===== src/rtl/hs_arb_pkg.sv =====
// Shared types and default sizing for the hiscore RAM port arbiter.
package hs_arb_pkg;

    localparam int HS_AW         = 6;
    localparam int HS_DW         = 8;
    localparam int HS_FIFO_DEPTH = 4;
    localparam int HS_PAUSEPAD   = 2;
    localparam int HS_TIMEOUT    = 1024;

    typedef enum logic [2:0] {
        ST_IDLE    = 3'd0,
        ST_REQ     = 3'd1,
        ST_SETTLE  = 3'd2,
        ST_ACCESS  = 3'd3,
        ST_RELEASE = 3'd4
    } hs_arb_state_t;

    typedef struct packed {
        logic [HS_AW-1:0] addr;
        logic [HS_DW-1:0] data;
    } hs_wr_entry_t;

    // The CPU must stay paused in every state that may touch the RAM port.
    function automatic logic holds_pause(input hs_arb_state_t st);
        return (st == ST_REQ) || (st == ST_SETTLE) || (st == ST_ACCESS);
    endfunction

endpackage


===== src/rtl/hs_wr_fifo.sv =====
// Small synchronous FIFO buffering download writes; push and pop may coincide, even when full.
module hs_wr_fifo #(
    parameter int W     = 14,
    parameter int DEPTH = 4
) (
    input  logic         clk,
    input  logic         reset,
    input  logic         push,
    input  logic         pop,
    input  logic [W-1:0] din,
    output logic [W-1:0] dout,
    output logic         full,
    output logic         empty
);
    localparam int             PW       = $clog2(DEPTH);
    localparam logic [PW:0]    FULL_CNT = (PW+1)'(DEPTH);
    localparam logic [PW:0]    CNT_ONE  = (PW+1)'(1);
    localparam logic [PW-1:0]  PTR_ONE  = PW'(1);

    logic [W-1:0]  mem_r [DEPTH];
    logic [PW-1:0] wr_ptr_r;
    logic [PW-1:0] rd_ptr_r;
    logic [PW:0]   cnt_r;
    logic          do_push_s;
    logic          do_pop_s;

    // A push into a full FIFO is only legal when the head leaves in the same cycle.
    always_comb begin
        do_pop_s  = pop & ~empty;
        do_push_s = push & (~full | do_pop_s);
    end

    assign full  = (cnt_r == FULL_CNT);
    assign empty = (cnt_r == {(PW+1){1'b0}});
    assign dout  = mem_r[rd_ptr_r];

    // Storage array, no reset needed since occupancy gates every read.
    always_ff @(posedge clk) begin
        if (do_push_s) begin
            mem_r[wr_ptr_r] <= din;
        end
    end

    // Pointers and occupancy.
    always_ff @(posedge clk) begin
        if (reset) begin
            wr_ptr_r <= {PW{1'b0}};
            rd_ptr_r <= {PW{1'b0}};
            cnt_r    <= {(PW+1){1'b0}};
        end else begin
            if (do_push_s) wr_ptr_r <= wr_ptr_r + PTR_ONE;
            else           wr_ptr_r <= wr_ptr_r;
            if (do_pop_s)  rd_ptr_r <= rd_ptr_r + PTR_ONE;
            else           rd_ptr_r <= rd_ptr_r;
            case ({do_push_s, do_pop_s})
                2'b10:   cnt_r <= cnt_r + CNT_ONE;
                2'b01:   cnt_r <= cnt_r - CNT_ONE;
                default: cnt_r <= cnt_r;
            endcase
        end
    end

endmodule


===== src/rtl/hs_port_arbiter.sv =====
// Hiscore RAM port owner: pauses the CPU around NVRAM download/upload and serialises port use.
// Optional running XOR of written bytes on port csum when HS_PORT_ARB_CHECKSUM_EN is defined.
module hs_port_arbiter
    import hs_arb_pkg::*;
#(
    parameter int AW         = HS_AW,
    parameter int DW         = HS_DW,
    parameter int FIFO_DEPTH = HS_FIFO_DEPTH,
    parameter int PAUSEPAD   = HS_PAUSEPAD,
    parameter int TIMEOUT    = HS_TIMEOUT
) (
    input  logic          clk,
    input  logic          reset,
    input  logic          dl_active,
    input  logic          dl_wr,
    input  logic [AW-1:0] dl_addr,
    input  logic [DW-1:0] dl_data,
    input  logic          ul_active,
    input  logic          ul_rd,
    input  logic [AW-1:0] ul_addr,
    output logic [DW-1:0] ul_data,
    output logic          ul_valid,
    input  logic          paused,
    output logic          pause_req,
    output logic [AW-1:0] hs_addr,
    output logic [DW-1:0] hs_wdata,
    output logic          hs_we,
    input  logic [DW-1:0] hs_rdata,
    output logic          busy,
    output logic          ovf,
    output logic          tmo
`ifdef HS_PORT_ARB_CHECKSUM_EN
    ,
    output logic [DW-1:0] csum
`endif
);
    localparam int             TCW       = (TIMEOUT > 1) ? $clog2(TIMEOUT) : 1;
    localparam int             PCW       = (PAUSEPAD > 1) ? $clog2(PAUSEPAD) : 1;
    localparam logic [TCW-1:0] WAIT_LAST = TCW'(TIMEOUT - 1);
    localparam logic [PCW-1:0] PAD_LAST  = PCW'(PAUSEPAD - 1);

    hs_arb_state_t state_r, state_n;
    logic [TCW-1:0] wait_cnt_r;
    logic [PCW-1:0] pad_cnt_r;
    logic           rd_pend_r, rd_fl1_r, rd_fl2_r;
    logic [AW-1:0]  rd_pend_addr_r;
    logic [DW-1:0]  ul_data_r, hs_wdata_r;
    logic [AW-1:0]  hs_addr_r;
    logic           ul_valid_r, pause_req_r, hs_we_r, busy_r, ovf_r, tmo_r;

    logic [AW+DW-1:0] fifo_head_s;
    logic             fifo_full_s, fifo_empty_s;
    logic             in_access_s, drain_s, bypass_s, issue_wr_s, issue_rd_s;
    logic             push_s, drop_s, wait_done_s, timeout_s, pad_run_s;
    logic             session_start_s, traffic_done_s;
    logic [AW-1:0]    wr_addr_s, rd_addr_s;
    logic [DW-1:0]    wr_data_s;

    hs_wr_fifo #(.W(AW + DW), .DEPTH(FIFO_DEPTH)) u_wr_fifo (
        .clk   (clk),
        .reset (reset),
        .push  (push_s),
        .pop   (drain_s),
        .din   ({dl_addr, dl_data}),
        .dout  (fifo_head_s),
        .full  (fifo_full_s),
        .empty (fifo_empty_s)
    );

    // Port-op selection: queued writes first, then a write arriving into an empty queue, then reads.
    always_comb begin
        in_access_s     = (state_r == ST_ACCESS);
        drain_s         = in_access_s & ~fifo_empty_s;
        bypass_s        = in_access_s & fifo_empty_s & dl_wr;
        issue_wr_s      = drain_s | bypass_s;
        issue_rd_s      = in_access_s & ~issue_wr_s & (ul_rd | rd_pend_r);
        rd_addr_s       = ul_rd ? ul_addr : rd_pend_addr_r;
        wr_addr_s       = drain_s ? fifo_head_s[AW+DW-1:DW] : dl_addr;
        wr_data_s       = drain_s ? fifo_head_s[DW-1:0] : dl_data;
        push_s          = dl_wr & (state_r != ST_IDLE) & ~bypass_s;
        drop_s          = dl_wr & ((state_r == ST_IDLE) | (push_s & fifo_full_s & ~drain_s));
        wait_done_s     = (wait_cnt_r == WAIT_LAST);
        timeout_s       = (state_r == ST_REQ) & ~paused & wait_done_s;
        pad_run_s       = (state_r == ST_SETTLE) & (paused | tmo_r);
        session_start_s = (state_r == ST_IDLE) & (dl_active | ul_active);
        traffic_done_s  = ~dl_active & ~ul_active & ~dl_wr & ~ul_rd & fifo_empty_s
                          & ~rd_pend_r & ~rd_fl1_r & ~rd_fl2_r;
    end

    // Next-state logic; after a timeout the settle count no longer waits for paused.
    always_comb begin
        state_n = state_r;
        case (state_r)
            ST_IDLE: begin
                if (dl_active | ul_active) state_n = ST_REQ;
                else                       state_n = ST_IDLE;
            end
            ST_REQ: begin
                if (paused | wait_done_s) state_n = ST_SETTLE;
                else                      state_n = ST_REQ;
            end
            ST_SETTLE: begin
                if (pad_run_s && (pad_cnt_r == PAD_LAST)) state_n = ST_ACCESS;
                else                                     state_n = ST_SETTLE;
            end
            ST_ACCESS: begin
                if (traffic_done_s) state_n = ST_RELEASE;
                else                state_n = ST_ACCESS;
            end
            ST_RELEASE: state_n = ST_IDLE;
            default:    state_n = ST_IDLE;
        endcase
    end

    // State register with pause-wait and settle counters.
    always_ff @(posedge clk) begin
        if (reset) begin
            state_r    <= ST_IDLE;
            wait_cnt_r <= {TCW{1'b0}};
            pad_cnt_r  <= {PCW{1'b0}};
        end else begin
            state_r <= state_n;
            if ((state_r == ST_REQ) && (state_n == ST_REQ)) wait_cnt_r <= wait_cnt_r + TCW'(1);
            else                                            wait_cnt_r <= {TCW{1'b0}};
            if (pad_run_s && (state_n == ST_SETTLE)) pad_cnt_r <= pad_cnt_r + PCW'(1);
            else                                     pad_cnt_r <= {PCW{1'b0}};
        end
    end

    // Status outputs; sticky flags clear at the start of each session, a new drop wins.
    always_ff @(posedge clk) begin
        if (reset) begin
            pause_req_r <= 1'b0;
            busy_r      <= 1'b0;
            ovf_r       <= 1'b0;
            tmo_r       <= 1'b0;
        end else begin
            pause_req_r <= holds_pause(state_n);
            busy_r      <= (state_n != ST_IDLE);
            if (drop_s)               ovf_r <= 1'b1;
            else if (session_start_s) ovf_r <= 1'b0;
            else                      ovf_r <= ovf_r;
            if (timeout_s)            tmo_r <= 1'b1;
            else if (session_start_s) tmo_r <= 1'b0;
            else                      tmo_r <= tmo_r;
        end
    end

    // RAM port registers; address and data hold between ops.
    always_ff @(posedge clk) begin
        if (reset) begin
            hs_we_r    <= 1'b0;
            hs_addr_r  <= {AW{1'b0}};
            hs_wdata_r <= {DW{1'b0}};
        end else begin
            hs_we_r <= issue_wr_s;
            if (issue_wr_s) begin
                hs_addr_r  <= wr_addr_s;
                hs_wdata_r <= wr_data_s;
            end else if (issue_rd_s) begin
                hs_addr_r  <= rd_addr_s;
                hs_wdata_r <= hs_wdata_r;
            end else begin
                hs_addr_r  <= hs_addr_r;
                hs_wdata_r <= hs_wdata_r;
            end
        end
    end

    // Read path: pending slot, two in-flight stages matching the registered RAM, then capture.
    always_ff @(posedge clk) begin
        if (reset) begin
            rd_pend_r      <= 1'b0;
            rd_pend_addr_r <= {AW{1'b0}};
            rd_fl1_r       <= 1'b0;
            rd_fl2_r       <= 1'b0;
            ul_valid_r     <= 1'b0;
            ul_data_r      <= {DW{1'b0}};
        end else begin
            if (issue_rd_s) begin
                rd_pend_r      <= 1'b0;
                rd_pend_addr_r <= rd_pend_addr_r;
            end else if (ul_rd) begin
                rd_pend_r      <= 1'b1;
                rd_pend_addr_r <= ul_addr;
            end else begin
                rd_pend_r      <= rd_pend_r;
                rd_pend_addr_r <= rd_pend_addr_r;
            end
            rd_fl1_r   <= issue_rd_s;
            rd_fl2_r   <= rd_fl1_r;
            ul_valid_r <= rd_fl2_r;
            if (rd_fl2_r) ul_data_r <= hs_rdata;
            else          ul_data_r <= ul_data_r;
        end
    end

`ifdef HS_PORT_ARB_CHECKSUM_EN
    logic [DW-1:0] csum_r;

    // XOR of every byte issued to the port in the current session.
    always_ff @(posedge clk) begin
        if (reset)                csum_r <= {DW{1'b0}};
        else if (session_start_s) csum_r <= {DW{1'b0}};
        else if (issue_wr_s)      csum_r <= csum_r ^ wr_data_s;
        else                      csum_r <= csum_r;
    end

    assign csum = csum_r;
`endif

    assign ul_data   = ul_data_r;
    assign ul_valid  = ul_valid_r;
    assign pause_req = pause_req_r;
    assign hs_addr   = hs_addr_r;
    assign hs_wdata  = hs_wdata_r;
    assign hs_we     = hs_we_r;
    assign busy      = busy_r;
    assign ovf       = ovf_r;
    assign tmo       = tmo_r;

endmodule


===== config.mk =====
export PLATFORM = sky130hd
export DESIGN_NAME = hs_port_arbiter
export DESIGN_NICKNAME = d
export VERILOG_FILES = /design/src/rtl/hs_arb_pkg.sv /design/src/rtl/hs_wr_fifo.sv /design/src/rtl/hs_port_arbiter.sv
export SDC_FILE = /design/constraint.sdc
export NUM_CORES = 1
export LEC_CHECK = 0
export CAP_MARGIN = 20
export CORE_UTILIZATION = 45
export CTS_CLUSTER_DIAMETER = 120
export CTS_CLUSTER_SIZE = 8
export DETAILED_ROUTE_END_ITERATION = 16
export PLACE_DENSITY = 0.73
export SLEW_MARGIN = 5
export SYNTH_ARGS = -nofsm -noshare
export SYNTH_HDL_FRONTEND = slang
export SYNTH_SLANG_ARGS = --single-unit

===== constraint.sdc =====
create_clock -name clk -period 5.8 [get_ports clk]
set_input_delay 1.16 -clock clk [delete_from_list [all_inputs] [get_ports clk]]
set_output_delay 1.16 -clock clk [all_outputs]
set_load 0.005 [all_outputs]

==> flow_metrics.tcl <==
set metrics [dict create \
    ys.flop_type "dfxtp_1" \
    synth_warnings 0 \
    clk_latency_ps 520 \
    fillers 813 \
    period_share 0.589 \
    syn_area_um2 4780 \
    slew_violations 0 \
    report.final.setup_viol 0 \
    slew_headroom 0.377 \
    synth_nets 417 \
    hold_class "reg -> reg" \
    wl_per_cell_um 16.9 \
    dp_hpwl_um 6330 \
    period_minus_slack_ps 3420 \
    final_area_um2 6080 \
    area_delta_synth_final_pct 27.2 \
    worstSetupPathType "reg -> reg" \
    ant_nets 0 \
    whs_path_depth 1 \
    layout-drive-gt1-share 0.133 \
    syn_inst 375 \
    ys_seq_area_frac 0.603 \
    num_rows 37 \
    drtIter0Drc 275 \
    hold_buffers 0 \
    grt_pass1_wl_um 16000 \
    grt_max_degree 50 \
    fmax_ghz 0.293 \
    outcome "completed" \
    leakage_nw 2.07 \
    end_kind "flop" \
    place_congestion 0.725 \
    place_area_um2 5430 \
    r2r_cells 9 \
    synth_edf_count 56 \
    grt_pass1_vias 3247 \
    p_per_area_nw_per_um2 352 \
    path_max_fanout 20 \
    vdd_drop_max_mv 0.198 \
    critPathArrivalTime_ps 3850 \
    cap_viol_max_count 0 \
    antenna_found_initial 0 \
    vias 3108 \
    cts_resized 0 \
    finalSetupTns_ps 0 \
    synth.avg_cell_area_um2 12.7 \
    finalHoldViolCount 0 \
    post-cts-setup-buffers 0 \
    overflow 0 \
    grtUsageTotal 0.194 \
    critical_path_required_ps 6230 \
    critPathLaunchType "flop" \
    numCtsBuffers 17 \
    timing.hold.ws_ps 435 \
    clockBufferDepth 2 \
    num_antenna_cells 0 \
    cts_max_level 4 \
    rsz0062_at_grt "false" \
    cts_tree "yes" \
    die_h_um 105 \
    vias_per_cell 5.30 \
    clockRootBuffer "clkbuf_8" \
    ioPinCount 63 \
    initial_core_util 0.463 \
    clock-sinks 116 \
    drt-total-wl_um 9880 \
    port_buffers 62 \
    worst_slew_pin_slew_ps 934 \
    num-nets-final 479 \
    synth_cell_type_count 53 \
    drc 0 \
    finalPower_mw 2.14 \
    die_x_um 105 \
    core_um2 10300 \
    path_clk_slew_ps 50 \
    ys_seq_elements 116 \
    clock_skew_ps 8.83 \
    dieArea_um2 11000 \
    drt_first_pass_iters 5 \
    async_reset_ff_frac 0 \
]
-- path summary, 6_finish.rpt --
path	startpoint	to	slack, ps
setup reg to reg	state_r[1]	u_wr_fifo.cnt_r[2]	2380
hold / removal	wait_cnt_r[0]	wait_cnt_r[0]	430
setup / recovery	state_r[1]	u_wr_fifo.cnt_r[2]	2380
hold reg to reg	wait_cnt_r[0]	wait_cnt_r[0]	430
-- cells in the mapped netlist, types with 4 or more instances --
cell,n,area share
a21o_1,4,0.0063
buf_6,4,0.0094
clkbuf_1,5,0.0039
buf_4,5,0.0079
mux2i_1,17,0.036
ha_1,6,0.016
xnor2_1,4,0.0073
nor2_1,51,0.040
mux4_2,14,0.066
inv_1,9,0.0071
buf_2,6,0.0063
nor3_1,6,0.0063
a311oi_1,8,0.015
o211ai_1,7,0.011
a31oi_1,5,0.0065
and2_1,6,0.0079
dfxtp_1,60,0.25
nand2_1,36,0.028
mux2_2,5,0.012
xor2_1,8,0.015
a21oi_1,7,0.0073
nand3_1,4,0.0042
edfxtp_1,56,0.35
-- critical path, stage by stage, from the launching register on --
cell,delay [ps]
dfxtp_1,640
and3b_1,300
nand2_1,470
inv_1,500
ha_1,250
inv_1,80
fa_1,390
xor2_1,160
or3_2,400
a21oi_1,150
-- where the power goes --
part | switching [mW] | internal (mW)
Clock | 0.364 | 0.738
Sequential | 0.0181 | 0.887
Combinational | 0.0648 | 0.0672
-- through the flow --
step | setup WS (ps) | std cells | util
global placement | 2510 | 553 | 0.526
global route | 2100 | 586 | 0.589
CTS | 2400 | 585 | 0.587
detailed placement | 2380 | 553 | 0.526
floorplan | 3110 | 375 | -
finish | 2380 | 586 | 0.589
-- per-layer routing --
| layer | up-vias | wire, um | global-route usage |
|---|---|---|---|
| met2 | 97 | 5060 | 0.320 |
| met5 | - | 0 | 0 |
| met1 | 1511 | 4090 | 0.225 |
| met4 | 0 | 119 | 0.105 |
| li1 | 1490 | - | - |
| met3 | 10 | 616 | 0.0605 |
-- kinds of logic after synthesis --
group | Yosys count | synth area share
and+or+nand+nor | 130 | 0.136
DFF | 116 | 0.603
AOI/OAI and AO/OA | 45 | 0.0710
muxes | 36 | 0.113
buffers and inverters | 29 | 0.0346
xor gates and xnor gates | 12 | 0.0220
adders and majority gates | 7 | 0.0199
-- final cells by class --
class | count | area [um^2] | area share
multi-input combinational | 230 | 1730 | 0.285
sequential | 116 | 2880 | 0.474
clock buffer | 18 | 418 | 0.0688
tap | 136 | 170 | 0.0280
timing repair buffer | 63 | 631 | 0.104
clock inverter | 14 | 210 | 0.0346
inverter | 9 | 33.8 | 0.00556
-- placed cells by master, fill, tap and decap left out, types with 7 or more instances in the layout --
cell,synthesis,layout
mux4_2,14,14
a21oi_1,7,7
dfxtp_1,60,60
nor2_1,51,51
xor2_1,8,8
o211ai_1,7,7
clkbuf_16,0,16
a311oi_1,8,8
edfxtp_1,56,56
mux2i_1,17,17
nand2_1,36,36
inv_1,9,9
clkdlybuf4s50_1,0,61
-- flip-flops by register name, summed over array words and instances, names as in the netlist, 2 cells and up, named ones only --
signal,count
hs_addr,6
hs_wdata,8
rd_pend_addr_r,6
state_r,3
u_wr_fifo.cnt_r,3
u_wr_fifo.mem_r,56
u_wr_fifo.rd_ptr_r,2
u_wr_fifo.wr_ptr_r,2
ul_data,8
wait_cnt_r,10
Power figures use the tool's default switching activity.
